<file path="src/rtl/mul_sequencer.sv">
// Issue-and-collect wrapper around an external unsigned pipelined multiplier:
// converts RV32M operands to magnitudes, tracks destinations and sign-corrects results.
module mul_sequencer #(
    parameter int XLEN        = 32,
    parameter int MUL_LATENCY = 5,
    parameter int RA_W        = 5
) (
    input  logic              clk,
    input  logic              rst,
    input  logic              in_valid,
    output logic              in_ready,
    input  logic [2:0]        in_funct3,
    input  logic [XLEN-1:0]   in_rs1,
    input  logic [XLEN-1:0]   in_rs2,
    input  logic [RA_W-1:0]   in_rd,
    input  logic              flush,
    output logic [XLEN-1:0]   mul_a,
    output logic [XLEN-1:0]   mul_b,
    input  logic [2*XLEN-1:0] mul_p,
    output logic              out_valid,
    input  logic              out_ready,
    output logic [RA_W-1:0]   out_rd,
    output logic [XLEN-1:0]   out_data,
    input  logic [RA_W-1:0]   query_rs1,
    input  logic [RA_W-1:0]   query_rs2,
    output logic              hazard
);

    localparam int D     = MUL_LATENCY + 1;
    localparam int CNT_W = $clog2(D + 1);
    localparam int SUM_W = CNT_W + 1;
    localparam int PTR_W = (D > 1) ? $clog2(D) : 1;
    localparam int LAST  = MUL_LATENCY - 1;

    // ---------------- operand decode ----------------
    logic a_signed;
    logic b_signed;
    logic op_hi;
    logic op_neg;
    logic accept;
    logic take;

    always_comb begin
        a_signed = (in_funct3 != 3'b011);
        b_signed = (in_funct3 != 3'b010) && (in_funct3 != 3'b011);
        op_hi    = (in_funct3 == 3'b001) || (in_funct3 == 3'b010) || (in_funct3 == 3'b011);
        mul_a    = (a_signed && in_rs1[XLEN-1]) ? -in_rs1 : in_rs1;
        mul_b    = (b_signed && in_rs2[XLEN-1]) ? -in_rs2 : in_rs2;
        op_neg   = (a_signed && in_rs1[XLEN-1]) ^ (b_signed && in_rs2[XLEN-1]);
    end

    // ---------------- state ----------------
    logic [MUL_LATENCY-1:0] tag_vld_reg;
    logic [RA_W-1:0]        tag_rd_reg  [MUL_LATENCY];
    logic                   tag_neg_reg [MUL_LATENCY];
    logic                   tag_hi_reg  [MUL_LATENCY];

    logic [RA_W-1:0]        fifo_rd_mem   [D];
    logic [XLEN-1:0]        fifo_data_mem [D];
    logic [D-1:0]           fifo_vld_reg;
    logic [PTR_W-1:0]       wr_ptr_reg;
    logic [PTR_W-1:0]       rd_ptr_reg;
    logic [CNT_W-1:0]       fifo_cnt_reg;
    logic [CNT_W-1:0]       inflight_cnt_reg;

    logic                   push;
    logic                   pop;
    logic [2*XLEN-1:0]      full_next;
    logic [XLEN-1:0]        result_next;
    logic [PTR_W-1:0]       wr_ptr_next;
    logic [PTR_W-1:0]       rd_ptr_next;

    // Credit covers both in-flight and buffered results, since the multiplier never stalls.
    assign in_ready = !rst && !flush &&
                      (({1'b0, inflight_cnt_reg} + {1'b0, fifo_cnt_reg}) < SUM_W'(D));
    assign accept   = in_valid && in_ready;
    assign take     = accept && (in_rd != '0);

    assign out_valid = !rst && (fifo_cnt_reg != '0);
    assign out_rd    = out_valid ? fifo_rd_mem[rd_ptr_reg]   : '0;
    assign out_data  = out_valid ? fifo_data_mem[rd_ptr_reg] : '0;

    assign push = tag_vld_reg[LAST] && !flush;
    assign pop  = out_valid && out_ready && !flush;

    always_comb begin
        full_next   = tag_neg_reg[LAST] ? -mul_p : mul_p;
        result_next = tag_hi_reg[LAST] ? full_next[2*XLEN-1:XLEN] : full_next[XLEN-1:0];
        wr_ptr_next = (wr_ptr_reg == PTR_W'(D - 1)) ? '0 : wr_ptr_reg + PTR_W'(1);
        rd_ptr_next = (rd_ptr_reg == PTR_W'(D - 1)) ? '0 : rd_ptr_reg + PTR_W'(1);
    end

    // ---------------- tag pipeline ----------------
    always_ff @(posedge clk) begin
        if (rst || flush) begin
            tag_vld_reg <= '0;
        end else begin
            tag_vld_reg[0] <= take;
            for (int i = 1; i < MUL_LATENCY; i++) begin
                tag_vld_reg[i] <= tag_vld_reg[i-1];
            end
        end
    end

    always_ff @(posedge clk) begin
        tag_rd_reg[0]  <= in_rd;
        tag_neg_reg[0] <= op_neg;
        tag_hi_reg[0]  <= op_hi;
        for (int i = 1; i < MUL_LATENCY; i++) begin
            tag_rd_reg[i]  <= tag_rd_reg[i-1];
            tag_neg_reg[i] <= tag_neg_reg[i-1];
            tag_hi_reg[i]  <= tag_hi_reg[i-1];
        end
    end

    // ---------------- result FIFO ----------------
    always_ff @(posedge clk) begin
        if (push) begin
            fifo_rd_mem[wr_ptr_reg]   <= tag_rd_reg[LAST];
            fifo_data_mem[wr_ptr_reg] <= result_next;
        end
    end

    always_ff @(posedge clk) begin
        if (rst || flush) begin
            fifo_vld_reg     <= '0;
            wr_ptr_reg       <= '0;
            rd_ptr_reg       <= '0;
            fifo_cnt_reg     <= '0;
            inflight_cnt_reg <= '0;
        end else begin
            // Pointers only coincide when empty or full; a full FIFO cannot be pushed,
            // so the set below never collides with the clear.
            if (pop) begin
                fifo_vld_reg[rd_ptr_reg] <= 1'b0;
                rd_ptr_reg               <= rd_ptr_next;
            end
            if (push) begin
                fifo_vld_reg[wr_ptr_reg] <= 1'b1;
                wr_ptr_reg               <= wr_ptr_next;
            end
            case ({push, pop})
                2'b10:   fifo_cnt_reg <= fifo_cnt_reg + CNT_W'(1);
                2'b01:   fifo_cnt_reg <= fifo_cnt_reg - CNT_W'(1);
                default: fifo_cnt_reg <= fifo_cnt_reg;
            endcase
            case ({take, push})
                2'b10:   inflight_cnt_reg <= inflight_cnt_reg + CNT_W'(1);
                2'b01:   inflight_cnt_reg <= inflight_cnt_reg - CNT_W'(1);
                default: inflight_cnt_reg <= inflight_cnt_reg;
            endcase
        end
    end

    // ---------------- hazard detection ----------------
    logic [MUL_LATENCY-1:0] tag_hit;
    logic [D-1:0]           fifo_hit;

    for (genvar gi = 0; gi < MUL_LATENCY; gi++) begin : g_tag_hit
        assign tag_hit[gi] = tag_vld_reg[gi] &&
            (((query_rs1 != '0) && (tag_rd_reg[gi] == query_rs1)) ||
             ((query_rs2 != '0) && (tag_rd_reg[gi] == query_rs2)));
    end

    for (genvar gi = 0; gi < D; gi++) begin : g_fifo_hit
        assign fifo_hit[gi] = fifo_vld_reg[gi] &&
            (((query_rs1 != '0) && (fifo_rd_mem[gi] == query_rs1)) ||
             ((query_rs2 != '0) && (fifo_rd_mem[gi] == query_rs2)));
    end

    assign hazard = !rst && ((|tag_hit) || (|fifo_hit));

endmodule

</file>
<file path="config.mk">
export PLATFORM = sky130hd
export DESIGN_NAME = mul_sequencer
export DESIGN_NICKNAME = d
export VERILOG_FILES = /design/src/rtl/mul_sequencer.sv
export SDC_FILE = /design/constraint.sdc
export NUM_CORES = 1
export LEC_CHECK = 0
export ABC_AREA = 1
export CORE_MARGIN = 2
export CORE_UTILIZATION = 23
export CTS_CLUSTER_DIAMETER = 150
export DETAILED_ROUTE_END_ITERATION = 12
export SLEW_MARGIN = 20
export SYNTH_ARGS = -nofsm -noshare
export SYNTH_HDL_FRONTEND = slang
export SYNTH_SLANG_ARGS = --single-unit
</file>
<file path="constraint.sdc">
create_clock -name clk -period 6.1 [get_ports clk]
set_clock_uncertainty 0.1 [all_clocks]
set_input_delay 1.22 -clock clk [delete_from_list [all_inputs] [get_ports clk]]
set_output_delay 1.22 -clock clk [all_outputs]
set_load 0.005 [all_outputs]
</file>
Yosys cells after proc, flatten, opt, wreduce, memory -nomap -nowiden. Memory sizes are Yosys's and may differ from the RTL's. A register that Yosys moved wholly into a read port is not among the register bits. Cells that the tools add are included.

RAM bits: 257. Register bits: 23. Bits of input ports: 151. Memories kept: 5. Output and inout bits: 104. Logic and storage cells: 158.

Memories: fifo_data_mem (words 6, width 32, rd ports 1, clocked after memory_dff 1, write ports 1, line 59) `logic [XLEN-1:0] fifo_data_mem [D];`; fifo_rd_mem (words 6, width 5, rd ports 7, clocked after memory_dff 1, write ports 1, line 58) `logic [RA_W-1:0] fifo_rd_mem [D];`; tag_rd_reg (words 5, width 5, rd ports 5, clocked after memory_dff 0, write ports 5, line 54) `logic [RA_W-1:0] tag_rd_reg [MUL_LATENCY];`; tag_hi_reg (words 5, width 1, rd ports 5, clocked after memory_dff 0, write ports 5, line 56) `logic tag_hi_reg [MUL_LATENCY];`; tag_neg_reg (words 5, width 1, rd ports 5, clocked after memory_dff 0, write ports 5, line 55) `logic tag_neg_reg [MUL_LATENCY];`.

Equality and inequality tests: 33. Reductions and logical operators: 72. Add/subtract/negate cells: 10. Mux-type cells: 23. Order comparisons: 5. Bitwise logic cells: 4.

Operator list (count): 2-to-1 mux 32 bit (4); == test 5 bit (22); 2-to-1 mux 64 bit (1); negation 32 bit (2); negation 64 bit (1); logical AND 1 bit (47); 2-to-1 mux 3 bit (6); 2-to-1 mux 6 bit (3); logical OR 1 bit (15); nonzero test 5 bit (3); adder 3 x 1 -> 3 bit, second input constant (4); one-hot mux 3 bit (2 select lines) (2); less-than comparator 3 x 4 -> 1 bit, second input constant (2); AND 6 bit (1); demux 1 bit (select 3 bit) (2); == test 3 x 2 -> 1 bit, second input constant (2); == test 3 bit, second input constant (2); >= comparator 3 x 1 -> 1 bit, second input constant (2); != test 3 x 2 -> 1 bit, second input constant (2); inverter 6 bit (1); bitwise OR 6 bit (1); OR reduction 6 bit (1); subtractor 3 x 1 -> 3 bit, second input constant (2); 2-to-1 mux 5 bit (1); 11 further kinds (18).

Depth between registers and ports, before layout.
Word-level depth: 10. Depth in mapped cells: 14. Mapped depth without buffers: 14.

Worst setup path after synthesis. No wires, ideal clock.

Kind: input -> register. Start point: in flush. End point: reg fifo_vld_reg[5]. Path slack: 1392 ps. Path buffers: 0. Arrival time: 4539 ps. Data required time: 5931 ps. Library setup time: 69 ps. Cell stages on the path: 7. Path through: inv_1 > nand2_1 > nor2_1 > inv_1 > nor3_1 > o21ai_0 > inv_1.

Cells in the longest elaborated chain, start to end: 6. Elaborated cells between the ends (all ways): 8. Those cells by class: 3 x mux; 1 x bitwise; 4 x reduce/logical.

RTL lines: start: declaration (line 16) `input logic flush,`; logical NOT 1 bit (line 83, 84); logical AND 1 bit (line 84) `assign pop = out_valid && out_ready && !flush;`; 2-to-1 mux 6 bit (line 134) `if (pop) begin`; 2-to-1 mux 6 bit (line 125) `if (rst || flush) begin`; bitwise OR 6 bit (no line); 2-to-1 mux 6 bit (line 138) `if (push) begin`; end signal: assignment (line 126) `fifo_vld_reg <= '0;`; end signal: indexed assignment (line 135) `fifo_vld_reg[rd_ptr_reg] <= 1'b0;`; end signal: indexed assignment (line 139) `fifo_vld_reg[wr_ptr_reg] <= 1'b1;`; end: declaration (line 60) `logic [D-1:0] fifo_vld_reg;`.

Several ways; a longest one is shown, not always the timed one. The select of a mux whose other input is x is not followed. A chain may end at the register's enable or synchronous reset.

Worst setup path after layout.
Start point: in query_rs2[2]. End point: out hazard.

Cells in the longest elaborated chain, start to end: 7. Elaborated cells between the ends (all ways): 49. Those cells by class: 11 x eq/ne; 38 x reduce/logical.

RTL lines: start: declaration (line 25) `input logic [RA_W-1:0] query_rs2,`; == test 5 bit (tied with other cells) (line 168) `((query_rs2 != '0) && (fifo_rd_mem[gi] == query_rs2)));`; logical AND 1 bit (on tied branches) (line 168, 162); logical OR 1 bit (on tied branches) (line 167, 161); logical AND 1 bit (on tied branches) (line 166, 160); OR reduction 6 bit or OR reduction 5 bit (tied branches) (line 171) `assign hazard = !rst && ((|tag_hit) || (|fifo_hit));`; logical OR 1 bit (*) (line 171); logical AND 1 bit (*) (line 171); end: declaration (line 26) `output logic hazard`.

Every way passes the cells marked *; elsewhere a longest branch is shown, timed or not.

==> run metrics <==
status=finished clean; input/output buffers=between 200 and 300; clk slew on worst S/H paths=about 0.060 ns; DRT Pass-1 Iters=5; Cells on Worst Hold Path=0; Vert. Die Dim=273.8 um; commonest non-fill, non-tap cells in the layout=360 x nand2_1, 331 x nor2_1, 254 x clkdlybuf4s50_1; setup repair after global routing missed its margin=false; f_max=between 150 and 200 MHz; setup total negative slack=0 ns; sum of buffers and inverters on the critical path=4; Crit Path Category=primary input to output pin; clock root buffer=clkbuf_16; Rows=98; Post-Synthesis Cell Area=roughly 0.017 mm2; internal power=3.682 mW; DR iter-0 viols=928; Clk pwr share=between 40 and 50%; max reg flops=around 190; nets=2389; max-cap violations=0; most frequent CP cell=nand2_1; post-CTS sizing=0; Initial Util=between 20% and 30%; sw power=between 1 and 1.5 mW; share of cells above drive strength 1=7.064%; Seq cells post-synth=approximately 290; Avg WL per Cell=approximately 18 um; total gr overflow=0; CP Capture Type=output pin; DRT Wirelength=approximately 56 mm; crit path max fanout=12; Slew Viols, Final=0; fin area=around 0.021 mm2; H-Tree Depth=1; critical path arrival=~3.8 ns; ys flop type=edfxtp_1; DP Wirelength=40.94 mm; yosys warns=0; TritonCTS clock tree=built; Worst EP required=approximately 4.8 ns; endpoints failing setup=0; EDFF count, synth=232; CP max stage delay=0.78 ns; final core occ=29.80%; first-pass GRT wire length=approximately 84 mm; asr flop ratio synth=0%; Worst Hold Class=register to register; Critical Path Source Type=primary input; Worst R2R End=fifo_data_mem[3][7]$_DFFE_PP_; clock latency at the later pin of the worst-skew pair=about 0.58 ns; vias in the first global route=roughly 14000; PD cells=around 230 mW/mm2; Net Sw Frac=24.64%; cts hold-fix bufs=0; via count=between 10000 and 15000; pre-CTS setup slack=between 0.9 and 1 ns; GRT Overall Usage=14.54%; largest net degree at the start of global routing=84; die area=roughly 0.075 mm2; RePlAce Congestion=a little under 1; Synth top area share=approximately two fifths; Synth cell types=44; Worst VDD drop=approximately 200 uV; post-route ant nets=0; Hold Fails Final Rpt=0; RR Startpoint=tag_neg_reg[0][4]$_DFF_P_; Core ar.=a little over 0.07 mm2; P&R area growth vs syn=27.68%; share of power burned in registers=45.5%; post-synthesis area per instance=8.404 um2; final worst-path cycle share=83.92%; Die X-Extent=around 270 um; part of the Yosys area used for sequential elements=48.91%; Remaining DRCs=0; Area after DPL=about 0.020 mm2; top post-synthesis cells by area=edfxtp_1 42%, nand2_1 8.1%, nor2_1 7.4%; setup ws final=roughly 0.98 ns; Synth area leader=edfxtp_1; # clock sinks=around 290; Period minus WS final=between 5 and 6 ns; postcts setup bufs=0; delay-heaviest family, CP=buffers and inverters; Comb power frac=between 10% and 20%; Lkg Pwr=7.870 nW; antenna violations before repair=3; Syn Nets=2153; worst-path cell chain=clkdlybuf4s50_1, inv_1, nand2_1, nor2_1, nor2_1, nand2_1, nand2_1, nand2_1, nand2_1, nor2_1, nand3_1, nand2_1, inv_1, clkdlybuf4s50_1; worst hold endpoint=tag_hi_reg[0][3]$_DFF_P_; r2r setup slk=3.38 ns; Gate Count Post-Synth=about 2000; Worst Tran Pin Value=1.021 ns; Clock Tree Buf Depth=3; Slowest-stage cell, CP=clkdlybuf4s50_1; CTS buffer count=29; commonest non-fill, non-tap cell in the layout=nand2_1; number of placed I/O pins=between 200 and 300; Vias/cell=between 4 and 5; Slew Limit Headroom=roughly a third; Reg2Reg Depth=5; Hold Startpoint=tag_hi_reg[0][2]$_DFF_P_
[worst register-to-register path: stages, from the launching register on]
cell	delay, ns
dfxtp_2	0.73
buf_4	0.48
o21ai_1	0.31
nand3_1	0.16
nand2_1	0.06
o22ai_1	0.57
[power groups by stage]
stage / Sequential [mW] / Clock, mW / Combinational (mW)
after CTS: 2.22 / 2.02 / 0.681
after global routing: 2.23 / 2.10 / 0.745
final: 2.22 / 1.98 / 0.684
after global placement: 2.27 / 0 / 0.678
after floorplan: 2.26 / 0 / 0.343
after detailed placement: 2.27 / 0 / 0.675
[per-stage QoR]
stage          hold slack, ns  std cells  power, mW
6_report               0.2257       3202      4.886
5_1_grt                0.2330       3201      5.070
4_1_cts                0.2271       3201      4.921
3_5_place_dp           0.2121       3147      2.942
3_3_place_gp           0.2105       3147      2.946
2_1_floorplan          0.2096       1992      2.599
[kinds of logic after synthesis]
| kind of cell | after synthesis | share of synthesized area, % |
|---|---|---|
| XOR/XNOR | 161 | 8.424 |
| buffers and inverters | 263 | 6.540 |
| flip-flops | 293 | 48.91 |
| AND/OR/NAND/NOR | 904 | 23.44 |
| adder cells (fa/ha/maj) | 10 | 0.8820 |
| AO/OA/AOI/OAI | 361 | 11.80 |
[routing by layer]
layer | wire (um) | track usage (%) | share of wire [%]
met4 | 1974 | 4.904 | 3.5
met2 | 25700 | 24.16 | 46
met1 | 23970 | 18.38 | 43
met5 | 48 | 0 | 0.085
met3 | 4498 | 3.518 | 8.0
[Yosys cell counts (6+ instances only)]
cell type  number
nor4_1          6
nand2_1       360
buf_2          12
nor2_1        331
buf_4          13
nor2_4          7
nor2_2         12
o21ai_0       195
nand3_2         8
clkbuf_1       42
o21ai_1        24
a21oi_1        84
ha_1            7
o22ai_1        37
edfxtp_1      232
nand2_2        11
nor3_1         23
xnor2_1        95
o21ai_4         6
dfxtp_1        61
inv_1         174
a31oi_1         6
nand3_1        88
inv_2          12
nand4_1        40
xor2_1         66
[area by class of cell]
| class | count | area [um2] |
|---|---|---|
| Sequential cell | 293 | 8192 |
| Multi-Input combinational cell | 1436 | 7477 |
| Inverter | 186 | 699.4 |
| Clock inverter | 21 | 280.3 |
| Clock buffer | 33 | 782.0 |
| Tap cell | 950 | 1189 |
| Fill cell | 7559 | 50360 |
| Timing Repair Buffer | 282 | 2753 |
| Antenna cell | 1 | 2.502 |
[how the worst max path moves through the flow]
stage	from	end	slack, ns	cells after the start
final	query_rs2[2]	hazard	0.98	14
after global routing	query_rs2[2]	hazard	0.69	14
after CTS	query_rs1[3]	hazard	0.99	14
after detailed placement	query_rs1[3]	hazard	0.98	14
after global placement	query_rs1[3]	hazard	0.98	14
after floorplan	flush	fifo_vld_reg[5]$_SDFF_PP0_	1.39	7
No activity file was read; power rests on OpenSTA's default activity.
